[config.mk]
export PLATFORM = sky130hd
export DESIGN_NAME = i2c_txn_ctrl
export DESIGN_NICKNAME = d
export VERILOG_FILES = /design/src/rtl/i2c_txn_ctrl_pkg.sv /design/src/rtl/i2c_txn_ctrl_byte_fifo.sv /design/src/rtl/i2c_txn_ctrl.sv
export SDC_FILE = /design/constraint.sdc
export NUM_CORES = 1
export LEC_CHECK = 0
export ABC_AREA = 1
export CAP_MARGIN = 20
export CORE_MARGIN = 2
export CORE_UTILIZATION = 27
export DETAILED_ROUTE_END_ITERATION = 12
export PLACE_DENSITY = 0.56
export SETUP_SLACK_MARGIN = 0.1
export SLEW_MARGIN = 20
export SYNTH_ARGS = -nofsm -noshare
export SYNTH_HDL_FRONTEND = slang
export SYNTH_SLANG_ARGS = --single-unit
[constraint.sdc]
create_clock -name clk -period 5.53 [get_ports clk]
set_clock_uncertainty 0.05 [all_clocks]
set_input_delay 1.659 -clock clk [delete_from_list [all_inputs] [get_ports clk]]
set_output_delay 1.659 -clock clk [all_outputs]
set_load 0.01 [all_outputs]
[src/rtl/i2c_txn_ctrl_pkg.sv]
// Shared types for the I2C transaction controller: engine command codes and
// controller state encoding.
package i2c_txn_ctrl_pkg;

    typedef enum logic [2:0] {
        I2C_CMD_START     = 3'd0,
        I2C_CMD_WRITE     = 3'd1,
        I2C_CMD_READ_ACK  = 3'd2,
        I2C_CMD_READ_NACK = 3'd3,
        I2C_CMD_STOP      = 3'd4
    } i2c_cmd_e;

    typedef enum logic [2:0] {
        ST_IDLE  = 3'd0,
        ST_START = 3'd1,
        ST_ADDR  = 3'd2,
        ST_WR    = 3'd3,
        ST_RD    = 3'd4,
        ST_STOP  = 3'd5
    } txn_state_e;

    localparam int ADDR_W = 7;
    localparam int BYTE_W = 8;

    function automatic logic [BYTE_W-1:0] addr_byte(input logic [ADDR_W-1:0] addr,
                                                    input logic rd);
        return {addr, rd};
    endfunction

endpackage

[src/rtl/i2c_txn_ctrl_byte_fifo.sv]
// Single-clock byte FIFO with first-word-fall-through head and occupancy count.
// Overflowing pushes and underflowing pops are dropped.
module byte_fifo
    import i2c_txn_ctrl_pkg::*;
#(
    parameter int DEPTH = 8,
    parameter int LEN_W = 4
) (
    input  logic              clk,
    input  logic              reset,
    input  logic              flush,
    input  logic              push,
    input  logic [7:0]        push_data,
    input  logic              pop,
    output logic [7:0]        head,
    output logic [LEN_W-1:0]  level
);

    localparam int PTR_W = $clog2(DEPTH);

    logic [BYTE_W-1:0] mem [DEPTH];
    logic [PTR_W-1:0]  wr_ptr;
    logic [PTR_W-1:0]  rd_ptr;
    logic              empty;
    logic              full;
    logic              do_push;
    logic              do_pop;

    assign empty   = (level == '0);
    assign full    = (level == LEN_W'(DEPTH));
    assign do_pop  = pop & ~empty;
    // A full FIFO still takes a push when the same cycle frees a slot.
    assign do_push = push & (~full | do_pop);
    assign head    = empty ? 8'h00 : mem[rd_ptr];

    always_ff @(posedge clk or negedge reset) begin
        if (!reset) begin
            wr_ptr <= '0;
            rd_ptr <= '0;
            level  <= '0;
        end else if (flush) begin
            wr_ptr <= '0;
            rd_ptr <= '0;
            level  <= '0;
        end else begin
            if (do_push) begin
                wr_ptr <= wr_ptr + PTR_W'(1);
            end
            if (do_pop) begin
                rd_ptr <= rd_ptr + PTR_W'(1);
            end
            case ({do_push, do_pop})
                2'b10:   level <= level + LEN_W'(1);
                2'b01:   level <= level - LEN_W'(1);
                default: level <= level;
            endcase
        end
    end

    always_ff @(posedge clk) begin
        if (do_push && !flush) begin
            mem[wr_ptr] <= push_data;
        end
    end

endmodule

[src/rtl/i2c_txn_ctrl.sv]
// Sequences one I2C transaction (START, address, N data bytes, STOP) on the bit
// engine, with TX/RX byte FIFOs, sticky error status and a done interrupt.
module i2c_txn_ctrl
    import i2c_txn_ctrl_pkg::*;
#(
    parameter int DEPTH = 8,
    parameter int LEN_W = 4
) (
    input  logic              clk,
    input  logic              reset,
    input  logic              go,
    input  logic              abort,
    input  logic [6:0]        dev_addr,
    input  logic              rw,
    input  logic [LEN_W-1:0]  len,
    input  logic              it_enable,
    input  logic              tx_we,
    input  logic [7:0]        tx_data,
    input  logic              rx_re,
    output logic [7:0]        rx_data,
    output logic [LEN_W-1:0]  tx_level,
    output logic [LEN_W-1:0]  rx_level,
    output logic              busy,
    output logic              done,
    output logic              nack_err,
    output logic              irq,
    output logic [2:0]        eng_cmd,
    output logic              eng_cmd_valid,
    output logic [7:0]        eng_tx,
    input  logic              eng_ready,
    input  logic              eng_done,
    input  logic              eng_ack,
    input  logic [7:0]        eng_rx
);

    txn_state_e        state_q, state_d;
    logic              wait_q, wait_d;
    logic              abort_q, abort_d;
    logic              nack_q, nack_d;
    logic              flag_q, flag_d;
    logic              done_q, done_d;
    logic [LEN_W-1:0]  cnt_q, cnt_d;
    logic [LEN_W-1:0]  cnt_nx;
    logic [LEN_W-1:0]  len_clamped;
    logic [ADDR_W-1:0] addr_q;
    logic              rw_q;
    logic [LEN_W-1:0]  len_q;
    logic              latch;
    logic              rx_flush;
    logic              tx_pop;
    logic              rx_push;
    logic              tx_empty;
    logic              abort_any;
    logic              last_byte;
    logic [7:0]        tx_head;
    i2c_cmd_e          cmd;
    logic              cmd_valid;
    logic [7:0]        tx_byte;

    byte_fifo #(.DEPTH(DEPTH), .LEN_W(LEN_W)) u_tx_fifo (
        .clk       (clk),
        .reset     (reset),
        .flush     (1'b0),
        .push      (tx_we),
        .push_data (tx_data),
        .pop       (tx_pop),
        .head      (tx_head),
        .level     (tx_level)
    );

    byte_fifo #(.DEPTH(DEPTH), .LEN_W(LEN_W)) u_rx_fifo (
        .clk       (clk),
        .reset     (reset),
        .flush     (rx_flush),
        .push      (rx_push),
        .push_data (eng_rx),
        .pop       (rx_re),
        .head      (rx_data),
        .level     (rx_level)
    );

    assign tx_empty    = (tx_level == '0);
    assign abort_any   = abort_q | abort;
    assign cnt_nx      = cnt_q + LEN_W'(1);
    assign last_byte   = (cnt_nx == len_q);
    assign len_clamped = (len > LEN_W'(DEPTH)) ? LEN_W'(DEPTH) : len;

    // wait_q marks an accepted command whose eng_done is still outstanding;
    // eng_done is only honoured while it is set.
    always_comb begin
        state_d   = state_q;
        wait_d    = wait_q;
        abort_d   = abort_q;
        cnt_d     = cnt_q;
        nack_d    = nack_q;
        flag_d    = flag_q;
        done_d    = 1'b0;
        latch     = 1'b0;
        rx_flush  = 1'b0;
        tx_pop    = 1'b0;
        rx_push   = 1'b0;
        cmd       = I2C_CMD_START;
        cmd_valid = 1'b0;
        tx_byte   = 8'h00;

        if (state_q != ST_IDLE && abort) begin
            nack_d  = 1'b1;
            abort_d = 1'b1;
        end

        case (state_q)
            ST_IDLE: begin
                if (go) begin
                    latch    = 1'b1;
                    rx_flush = 1'b1;
                    nack_d   = 1'b0;
                    flag_d   = 1'b0;
                    cnt_d    = '0;
                    wait_d   = 1'b0;
                    abort_d  = 1'b0;
                    state_d  = ST_START;
                end
            end

            ST_START: begin
                cmd = I2C_CMD_START;
                if (!wait_q) begin
                    if (abort && !eng_ready) begin
                        state_d = ST_IDLE;
                        abort_d = 1'b0;
                        done_d  = 1'b1;
                        flag_d  = 1'b1;
                    end else begin
                        cmd_valid = 1'b1;
                        wait_d    = eng_ready;
                    end
                end else if (eng_done) begin
                    wait_d  = 1'b0;
                    abort_d = 1'b0;
                    state_d = abort_any ? ST_STOP : ST_ADDR;
                end
            end

            ST_ADDR: begin
                cmd     = I2C_CMD_WRITE;
                tx_byte = addr_byte(addr_q, rw_q);
                if (!wait_q) begin
                    cmd_valid = 1'b1;
                    wait_d    = eng_ready;
                end else if (eng_done) begin
                    wait_d  = 1'b0;
                    abort_d = 1'b0;
                    if (abort_any) begin
                        state_d = ST_STOP;
                    end else if (!eng_ack) begin
                        nack_d  = 1'b1;
                        state_d = ST_STOP;
                    end else if (len_q == '0) begin
                        state_d = ST_STOP;
                    end else if (rw_q) begin
                        state_d = ST_RD;
                    end else begin
                        state_d = ST_WR;
                    end
                end
            end

            ST_WR: begin
                cmd     = I2C_CMD_WRITE;
                tx_byte = tx_head;
                if (!wait_q) begin
                    if (tx_empty) begin
                        nack_d  = 1'b1;
                        abort_d = 1'b0;
                        state_d = ST_STOP;
                    end else begin
                        cmd_valid = 1'b1;
                        tx_pop    = eng_ready;
                        wait_d    = eng_ready;
                    end
                end else if (eng_done) begin
                    wait_d  = 1'b0;
                    abort_d = 1'b0;
                    cnt_d   = cnt_nx;
                    if (abort_any) begin
                        state_d = ST_STOP;
                    end else if (!eng_ack) begin
                        nack_d  = 1'b1;
                        state_d = ST_STOP;
                    end else if (last_byte) begin
                        state_d = ST_STOP;
                    end
                end
            end

            ST_RD: begin
                cmd = last_byte ? I2C_CMD_READ_NACK : I2C_CMD_READ_ACK;
                if (!wait_q) begin
                    cmd_valid = 1'b1;
                    wait_d    = eng_ready;
                end else if (eng_done) begin
                    wait_d  = 1'b0;
                    abort_d = 1'b0;
                    rx_push = 1'b1;
                    cnt_d   = cnt_nx;
                    if (abort_any || last_byte) begin
                        state_d = ST_STOP;
                    end
                end
            end

            ST_STOP: begin
                cmd = I2C_CMD_STOP;
                if (!wait_q) begin
                    cmd_valid = 1'b1;
                    wait_d    = eng_ready;
                end else if (eng_done) begin
                    wait_d  = 1'b0;
                    abort_d = 1'b0;
                    done_d  = 1'b1;
                    flag_d  = 1'b1;
                    state_d = ST_IDLE;
                end
            end

            default: begin
                wait_d  = 1'b0;
                abort_d = 1'b0;
                state_d = ST_IDLE;
            end
        endcase
    end

    always_ff @(posedge clk or negedge reset) begin
        if (!reset) begin
            state_q <= ST_IDLE;
            wait_q  <= 1'b0;
            abort_q <= 1'b0;
            nack_q  <= 1'b0;
            flag_q  <= 1'b0;
            done_q  <= 1'b0;
            cnt_q   <= '0;
        end else begin
            state_q <= state_d;
            wait_q  <= wait_d;
            abort_q <= abort_d;
            nack_q  <= nack_d;
            flag_q  <= flag_d;
            done_q  <= done_d;
            cnt_q   <= cnt_d;
        end
    end

    // Transaction parameters only matter between go and the end of STOP.
    always_ff @(posedge clk) begin
        if (latch) begin
            addr_q <= dev_addr;
            rw_q   <= rw;
            len_q  <= len_clamped;
        end
    end

    assign eng_cmd       = cmd;
    assign eng_cmd_valid = cmd_valid;
    assign eng_tx        = tx_byte;
    assign busy          = (state_q != ST_IDLE);
    assign done          = done_q;
    assign nack_err      = nack_q;
    assign irq           = flag_q & it_enable;

endmodule

Yosys cells after proc, flatten, opt, wreduce, memory -nomap -nowiden
Memories as Yosys holds them, arrays and structs flattened. Index checks and enable logic that the tools add are counted.

Bitwise gates (word level): 12. $lt $le $gt $ge: 1. Equal/unequal tests: 29. Reduce and logical (&&, ||, !) cells: 23. Add/subtract/negate cells: 9. Mux-type cells: 90.

Operators by type and width (number): 3-bit two-way mux (26); 1-bit two-way mux (46); 4-bit case mux with 2 select lines (3); 2-bit inequality test (second input constant) (10); 3-bit case mux with 6 select lines (1); 4-bit two-way mux (4); 8-bit two-way mux (2); 8-bit case mux with 2 select lines (1); 13-bit AND reduction (1); 3-bit by 1-bit adder with 3-bit output (second input constant) (4); 4-bit by 1-bit adder with 4-bit output (second input constant) (3); 4-bit zero test (3); 3-bit inequality test (second input constant) (3); 1-bit case mux with 3 select lines (3); 3-bit case mux with 3 select lines (1); 3-bit nonzero test (3); 4-bit equality test (second input constant) (2); 1-bit case mux with 4 select lines (2); 2-bit nonzero test (4); 4-bit by 1-bit subtractor with 4-bit output (second input constant) (2); 3-bit by 2-bit equality test with 1-bit output (second input constant) (2); 3-bit equality test (second input constant) (2); 6-bit AND reduction (1); 1-bit AND (5); other kinds (18) (30).

Word-level logic and storage cells: 182. Register bits: 44. Memory bits (writable): 128. Output and inout bits: 32. Memories kept: 2. Input bits: 38.

Memories: u_rx_fifo.mem (depth 8, width 8, read ports 1, clocked after memory_dff 0, write ports 1, line i2c_txn_ctrl_byte_fifo.sv:21) `logic [BYTE_W-1:0] mem [DEPTH];`; u_tx_fifo.mem (depth 8, width 8, read ports 1, clocked after memory_dff 0, write ports 1, line i2c_txn_ctrl_byte_fifo.sv:21).

Longest topological paths before layout
Gate-level depths: netlist of run 1.

Depth in word-level cells: 9. Gate-level depth with buffers: 17. Mapped depth without buffers: 17.

Hierarchy
Synthesis of run 1 repeated with hierarchy kept, for this count alone.

Cells, all modules: 787. Area total of the unflattened synthesis: 7996.4 um^2.

Modules (own cells, without submodules): byte_fifo (sequential area each 2172.1 um^2, area each 3173.0 um^2, instances 2, cells an instance 279); i2c_txn_ctrl (sequential area each 660.6 um^2, area each 1650.3 um^2, instances 1, cells an instance 229).

Worst setup path after synthesis of run 1
No wires, ideal clock.

Path kind: input port to output port. Start: input abort. End: output eng_cmd_valid. Buffers on the path: 0. Data arrival time: 2.035 ns. Stages: 3. Slack: 1.786 ns. Data required time: 3.821 ns. Path through: inv_1 o211ai_1 nand3_1.

Cells in the longest elaborated chain, start to end: 4.

Ends and longest elaborated chain: start: declaration (line i2c_txn_ctrl.sv:12) `input logic abort,`; 1-bit logical AND (line i2c_txn_ctrl.sv:128) `if (abort && !eng_ready) begin`; 1-bit two-way mux (line i2c_txn_ctrl.sv:128); 1-bit two-way mux (line i2c_txn_ctrl.sv:127) `if (!wait_q) begin`; 1-bit case mux with 3 select lines (line i2c_txn_ctrl.sv:111) `case (state_q)`; end: declaration (line i2c_txn_ctrl.sv:28) `output logic eng_cmd_valid,`.

Every way passes these cells.

Worst setup path after layout of run 1
Ends and elaborated chain as after synthesis.

==> results of run 1 <==
routing by layer:
metal,part of all wire (%),vias up
met5,0,-
met4,1.5,0
met3,4.2,16
met2,47,123
met1,48,2634
li1,-,2618
power groups by stage:
stage / clock network (mW) / registers, mW / logic (mW)
final: 1.25 / 1.74 / 1.66
after global routing: 1.32 / 1.76 / 1.86
after CTS: 1.28 / 1.76 / 1.63
after detailed placement: 0 / 1.79 / 1.62
after global placement: 0 / 1.79 / 1.61
after floorplan: 0 / 1.72 / 1.06
layout make-up:
| type | instances | area share [%] |
|---|---|---|
| clock buffer | 17 | 4.51 |
| inverter | 56 | 2.27 |
| clock inverter | 15 | 2.08 |
| timing repair buffer | 83 | 8.60 |
| antenna | 1 | 0.0266 |
| tap | 378 | 5.02 |
| multi-input combinational | 446 | 24.4 |
| sequential | 172 | 53.1 |
cell families (layout without fill, tap and decap cells):
group                      after synthesis  after routing
adders and majority gates               11             11
AOI/OAI and AO/OA                      133            133
other                                    0              1
xor gates and xnor gates                11             11
and+or+nand+nor                        291            291
buffers and inverters                   81            171
DFF                                    172            172
cell usage in the layout, fill, tap and decap left out, types with 2 or more instances in the layout:
cell / netlist / final
inv_6: 0 / 2
nor2_1: 144 / 144
o31ai_1: 2 / 2
nand2_2: 4 / 4
inv_1: 47 / 47
a32o_1: 4 / 4
o32ai_1: 16 / 16
clkinv_1: 2 / 2
clkdlybuf4s50_1: 0 / 68
dfrtp_1: 32 / 32
inv_8: 0 / 5
clkbuf_16: 0 / 17
nor2_2: 4 / 4
bufinv_16: 0 / 2
clkinv_4: 0 / 2
nand2_1: 84 / 84
xnor2_1: 4 / 4
o21ai_1: 6 / 6
inv_2: 5 / 5
o22ai_1: 4 / 4
o211ai_1: 7 / 7
clkinv_8: 0 / 2
ha_1: 10 / 10
clkinv_2: 1 / 2
nand3_2: 3 / 3
xor2_1: 7 / 7
nor3_1: 5 / 5
o21ai_0: 71 / 71
nand3_1: 35 / 35
o21a_1: 2 / 2
edfxtp_1: 140 / 140
buf_4: 0 / 13
nand4_1: 7 / 7
o221ai_1: 6 / 6
a21oi_1: 10 / 10
worst min-delay path, cell delays in order, from the launching register on:
cell     delay [ns]
dfrtp_1        0.38
inv_1          0.05
a21oi_1        0.05
per-stage QoR:
stage	setup slack, ns	hold slack (ns)	total power [mW]
6_report	0.725	0.476	4.65
2_1_floorplan	1.79	0.445	2.78
3_5_place_dp	0.725	0.478	3.41
5_1_grt	0.571	0.508	4.95
4_1_cts	0.722	0.489	4.67
3_3_place_gp	0.715	0.465	3.39
worst paths after layout:
path / startpoint / end / slack (ns) / cells after the start
max in group asynchronous: reset / u_rx_fifo.rd_ptr[2]$_DFFE_PN0P_ / 3.66 / 1
min reg2reg: flag_q$_DFFE_PN0P_ / flag_q$_DFFE_PN0P_ / 0.48 / 2
max: abort / eng_cmd_valid / 0.73 / 5
min in group asynchronous: reset / abort_q$_DFF_PN0_ / 1.26 / 1
min: flag_q$_DFFE_PN0P_ / flag_q$_DFFE_PN0P_ / 0.48 / 2
max reg2reg: state_q[2]$_DFFE_PN0P_ / u_tx_fifo.mem[4][7]$_DFFE_PP_ / 2.68 / 11
sequential cells by signal, summed over array words and instances (netlist names), 4 cells and up:
signal and cells:
len_q 4, u_tx_fifo.mem 64, u_rx_fifo.mem 64, u_tx_fifo.level 4, cnt_q 4, addr_q 7, u_rx_fifo.level 4
==> impl_metrics.py, run 1 <==
metrics = {
    "run_status": {
        "outcome": "finished clean",
    },
    "placement": {
        "dp_cells": 1134,
        "dp_hpwl_um": 11900,
        "placed_cell_area_um2": 8770,
        "place_congestion": 0.809,
        "place.port_buffers": 69,
    },
    "global_route": {
        "grt_usage_pct": 12.5,
        "busiest_layer": "met2",
        "grt_pass1_wl_um": 27900,
        "grt_antenna_before_repair": 1,
        "grt_util_met1_pct": 16.8,
        "grt_max_degree": 35,
        "grt_pass1_vias": 5066,
        "met2_usage_pct": 19.9,
        "grt_use_met3_pct": 2.72,
        "globalRouteOverflowTotal": 0,
    },
    "cells_and_area": {
        "final-seq-area_um2": 5000,
        "nets": 825,
        "area_growth_syn_to_layout_pct": 23.8,
        "fin_cells": 1168,
        "final_area_um2": 9420,
        "fin_util_pct": 33.9,
        "multi_input_area_um2": 2300,
        "fillers": 2790,
        "drive_gt1_share_pct": 8.87,
    },
    "synth": {
        "synthArstFlopShare_pct": 18.6,
        "synthAdderAreaFrac_pct": 1.91,
        "yosysWarningCount": 0,
        "synth_flop_cell": "edfxtp_1",
        "synth_cell_type_count": 42,
        "synth_top_area_share_pct": 55.2,
        "ys_seq_area_share_pct": 65.7,
        "syn_area_um2": 7610,
        "synth.most_common_cell": "nor2_1",
        "synth_compound_area_share_pct": 10.9,
        "synth_top_family_by_area": "simple AND/OR/NAND/NOR gates",
        "synth-simple-area-share_pct": 16.1,
        "ys_ff_latch": 172,
        "synth.avg_cell_area_um2": 10.9,
        "synth_xor_area_share_pct": 1.27,
        "ys_top_cells_by_count": "nor2_1 (144), edfxtp_1 (140), nand2_1 (84)",
        "synth.area.mux_share_pct": 0,
        "synthTopCellsByArea": "edfxtp_1 (55%), dfrtp_1 (11%), nor2_1 (7.1%)",
        "syn_inst": 699,
        "synth_area_leader_cell": "edfxtp_1",
        "synth_nets": 748,
        "synth_edf_count": 140,
    },
    "sta": {
        "hold_viol": 0,
        "finalCriticalPeriod_ns": 4.80,
        "fmax_mhz": 208,
        "rsz0062_at_grt": "no",
        "relSlewSlack_pct": 26.4,
        "slew_violations": 0,
        "tightest_slew_ns": 1.10,
        "finalSetupViolations": 0,
        "fin_crit_sh_pct": 86.9,
        "fin_setup_tns_ns": 0,
    },
    "floorplanning": {
        "fp.dieW_um": 172,
        "die_h_um": 172,
        "fp-row-count": 61,
        "initial_utilization_pct": 27.4,
        "core_area_um2": 27800,
        "ios": 70,
        "die_area_um2": 29600,
    },
    "power": {
        "p_switching_mw": 1.71,
        "power.leakage_nw": 3.46,
        "power.share.clock_pct": 26.9,
        "power_density_nw_per_um2": 493,
        "ir_worst_vdd_uv": 202,
        "intPower_mw": 2.94,
        "seqPwrFrac_pct": 37.4,
        "p_comb_share_pct": 35.6,
        "switching_share_pct": 36.7,
    },
    "routing": {
        "drt.antenna.violating_nets": 0,
        "drtIter0Drc": 487,
        "wl_per_cell_um": 15.5,
        "num_vias": 5391,
        "first_pass_iters": 5,
        "via_per_inst": 4.62,
        "wl_um": 18100,
        "drc_errors": 0,
    },
    "worst_setup_path": {
        "critPathCaptureType": "output port",
        "crit_fanout": 3,
        "slowest_delay_ns": 0.52,
        "crit_type": "input port to output port",
        "critPathTopFamily": "buffers and inverters",
        "crit_arrival_ns": 3.10,
        "slowest_stage": "clkdlybuf4s50_1",
        "crit_top_cell": "clkdlybuf4s50_1",
        "crit_buf_inv": 3,
        "cp_cell_sequence": "clkdlybuf4s50_1, inv_1, o211ai_1, nand3_1, clkdlybuf4s50_1",
        "startpoint_type": "input port",
        "crit_required_ns": 3.82,
    },
    "cts": {
        "hold_buffers": 0,
        "root_buffer": "clkbuf_16",
        "clk_pin_slew_ns": 0.07,
        "numCtsBuffers": 17,
        "cts_tree": "done",
        "clockBufferDepth": 2,
        "clk_latency_ns": 0.43,
        "cts_sinks": 172,
        "cts_resized": 0,
        "cts_setup_buffers": 0,
        "h-tree-depth": 4,
    },
    "min_path": {
        "min_path_type": "register to register",
    },
    "job": {
        "drv_cap": 0,
    },
}
Power figures use the tool's default switching activity.
==> run 2: changes to the inputs <==
PLACE_DENSITY = not set   (was 0.56)
PLACE_DENSITY_LB_ADDON = 0.12   (was not set)
==> run 2 against run 1 <==
Against the previous run: final cell count down 0.34%; first-iteration DRC count decreased by 22%; via count shrank 0.80%; utilization fell by 0.24 points; largest cell class unchanged.
==> impl_metrics.py, run 2 (same netlist as run 1, synthesis figures left out) <==
metrics = {
    "run_status": {
        "outcome": "finished clean",
    },
    "floorplanning": {
        "die_h_um": 172,
        "ios": 70,
        "die_area_um2": 29600,
        "core_area_um2": 27800,
        "fp.dieW_um": 172,
        "initial_utilization_pct": 27.4,
        "fp-row-count": 61,
    },
    "global_route": {
        "globalRouteOverflowTotal": 0,
        "grt_max_degree": 35,
        "grt_usage_pct": 13.4,
        "grt_pass1_vias": 5371,
        "grt_pass1_wl_um": 29700,
        "grt_antenna_before_repair": 0,
    },
    "routing": {
        "drt.antenna.violating_nets": 0,
        "first_pass_iters": 4,
        "wl_per_cell_um": 16.5,
        "num_vias": 5348,
        "drc_errors": 0,
        "drtIter0Drc": 381,
        "via_per_inst": 4.59,
        "wl_um": 19200,
    },
    "worst_setup_path": {
        "rr_worst_depth": 11,
        "r2r-start": "state_q[2]$_DFFE_PN0P_",
        "slowest_delay_ns": 0.62,
        "timing.rr.end": "u_tx_fifo.mem[6][7]$_DFFE_PP_",
        "critPathTopFamily": "buffers and inverters",
        "crit_buf_inv": 4,
        "crit_top_cell": "nor2_1",
        "crit_fanout": 34,
        "crit_type": "register to output port",
        "critPathCaptureType": "output port",
        "cp-startpoint": "u_rx_fifo.rd_ptr[0]$_DFFE_PN0P_",
        "crit_required_ns": 3.82,
        "crit_cells": 8,
        "crit_end": "rx_data[2]",
        "slowest_stage": "clkinv_1",
        "reg2reg_slack_ns": 2.70,
        "crit_arrival_ns": 3.05,
        "cp_cell_sequence": "buf_4, clkinv_1, buf_4, nor2_1, o32ai_1, nor2_1, nor2_1, clkdlybuf4s50_1",
        "startpoint_type": "register",
    },
    "cells_and_area": {
        "num_antenna_cells": 0,
        "fin_cells": 1164,
        "drive_gt1_share_pct": 8.65,
        "final_cell_mix": "nor2_1 (144), edfxtp_1 (140), nand2_1 (84)",
        "mostFrequentLayoutCell": "nor2_1",
        "reg_top3": "u_rx_fifo.mem: 64 flops, u_tx_fifo.mem: 64 flops, addr_q: 7 flops",
        "nets": 822,
        "area_growth_syn_to_layout_pct": 22.9,
    },
    "cts": {
        "cts_sinks": 172,
        "clk_latency_ns": 0.44,
        "hold_buffers": 0,
        "cts_setup_buffers": 0,
        "cts_tree": "done",
        "clockBufferDepth": 2,
        "clk_pin_slew_ns": 0.07,
        "cts_resized": 0,
        "h-tree-depth": 4,
        "root_buffer": "clkbuf_16",
        "numCtsBuffers": 17,
    },
    "placement": {
        "place.port_buffers": 69,
        "place_congestion": 0.855,
        "dp_hpwl_um": 12300,
        "dp_cells": 1132,
    },
    "sta": {
        "fmax_mhz": 210,
        "hold_viol": 0,
        "finalCriticalPeriod_ns": 4.76,
        "finalSetupViolations": 0,
        "tightest_slew_ns": 1.10,
        "slew_violations": 0,
        "rsz0062_at_grt": "no",
        "fin_setup_tns_ns": 0,
        "relSlewSlack_pct": 26.2,
        "fin_crit_sh_pct": 86.1,
    },
    "power": {
        "power_density_nw_per_um2": 490,
        "power.leakage_nw": 3.43,
        "ir_worst_vdd_uv": 207,
    },
    "job": {
        "drv_cap": 0,
    },
    "min_path": {
        "min_path_type": "register to register",
    },
}
[run 2: changes by cell type in the layout (fill, tap and decap cells not counted), moves of 2 or more]
| cell | delta |
|---|---|
| clkinv_8 | +3 |
| buf_4 | -2 |
| bufinv_16 | -2 |
| inv_6 | +2 |
| inv_8 | -2 |
[run 2: area by class of cell]
type                    instances  area [um2]
clock buffers                  17         425
clock inverters                15         173
fillers                      2806       18400
inverters                      56         214
multi-input cells             446        2300
flip-flops and latches        172        5010
well taps                     378         473
repair buffers                 80         768
[run 2: worst min-delay path by stage]
| stage | start | to | slack, ns | depth (start not counted) |
|---|---|---|---|---|
| global placement | flag_q$_DFFE_PN0P_ | flag_q$_DFFE_PN0P_ | 0.47 | 2 |
| floorplan | flag_q$_DFFE_PN0P_ | flag_q$_DFFE_PN0P_ | 0.45 | 2 |
| CTS | flag_q$_DFFE_PN0P_ | flag_q$_DFFE_PN0P_ | 0.48 | 2 |
| global route | flag_q$_DFFE_PN0P_ | flag_q$_DFFE_PN0P_ | 0.52 | 2 |
| detailed placement | flag_q$_DFFE_PN0P_ | flag_q$_DFFE_PN0P_ | 0.47 | 2 |
| finish | flag_q$_DFFE_PN0P_ | flag_q$_DFFE_PN0P_ | 0.48 | 2 |
[run 2: tightest hold or removal path: cells and delay by family (launching register included)]
kind            cells  cell delay [ns]
compound gates      1             0.05
buf+inv             1             0.05
flops               1             0.38
[run 2: power breakdown]
part	leakage (nW)	internal, mW	switching [mW]	total (mW)
sequential	1.67	1.59	0.180	1.77
combinational	1.47	0.642	0.978	1.62
clock	0.292	0.609	0.586	1.20
total	3.43	2.84	1.74	4.58
[run 2: layer usage]
metal  part of all wire, %  GRT usage, %
met5                     0             0
met4                  0.80          4.42
met3                   3.3          2.63
met2                    49          22.5
met1                    47          17.4
[run 2: per-stage QoR]
| stage | hold WS (ns) | power [mW] | instance area, um2 | util (%) | setup WS (ns) |
|---|---|---|---|---|---|
| floorplan | 0.445 | 2.78 | 7610 | - | 1.79 |
| detailed placement | 0.469 | 3.44 | 8760 | 31.5 | 0.805 |
| CTS | 0.480 | 4.64 | 9350 | 33.7 | 0.723 |
| global route | 0.523 | 4.91 | 9360 | 33.7 | 0.530 |
| global placement | 0.468 | 3.41 | 8760 | 31.5 | 0.804 |
| finish | 0.477 | 4.58 | 9360 | 33.7 | 0.767 |
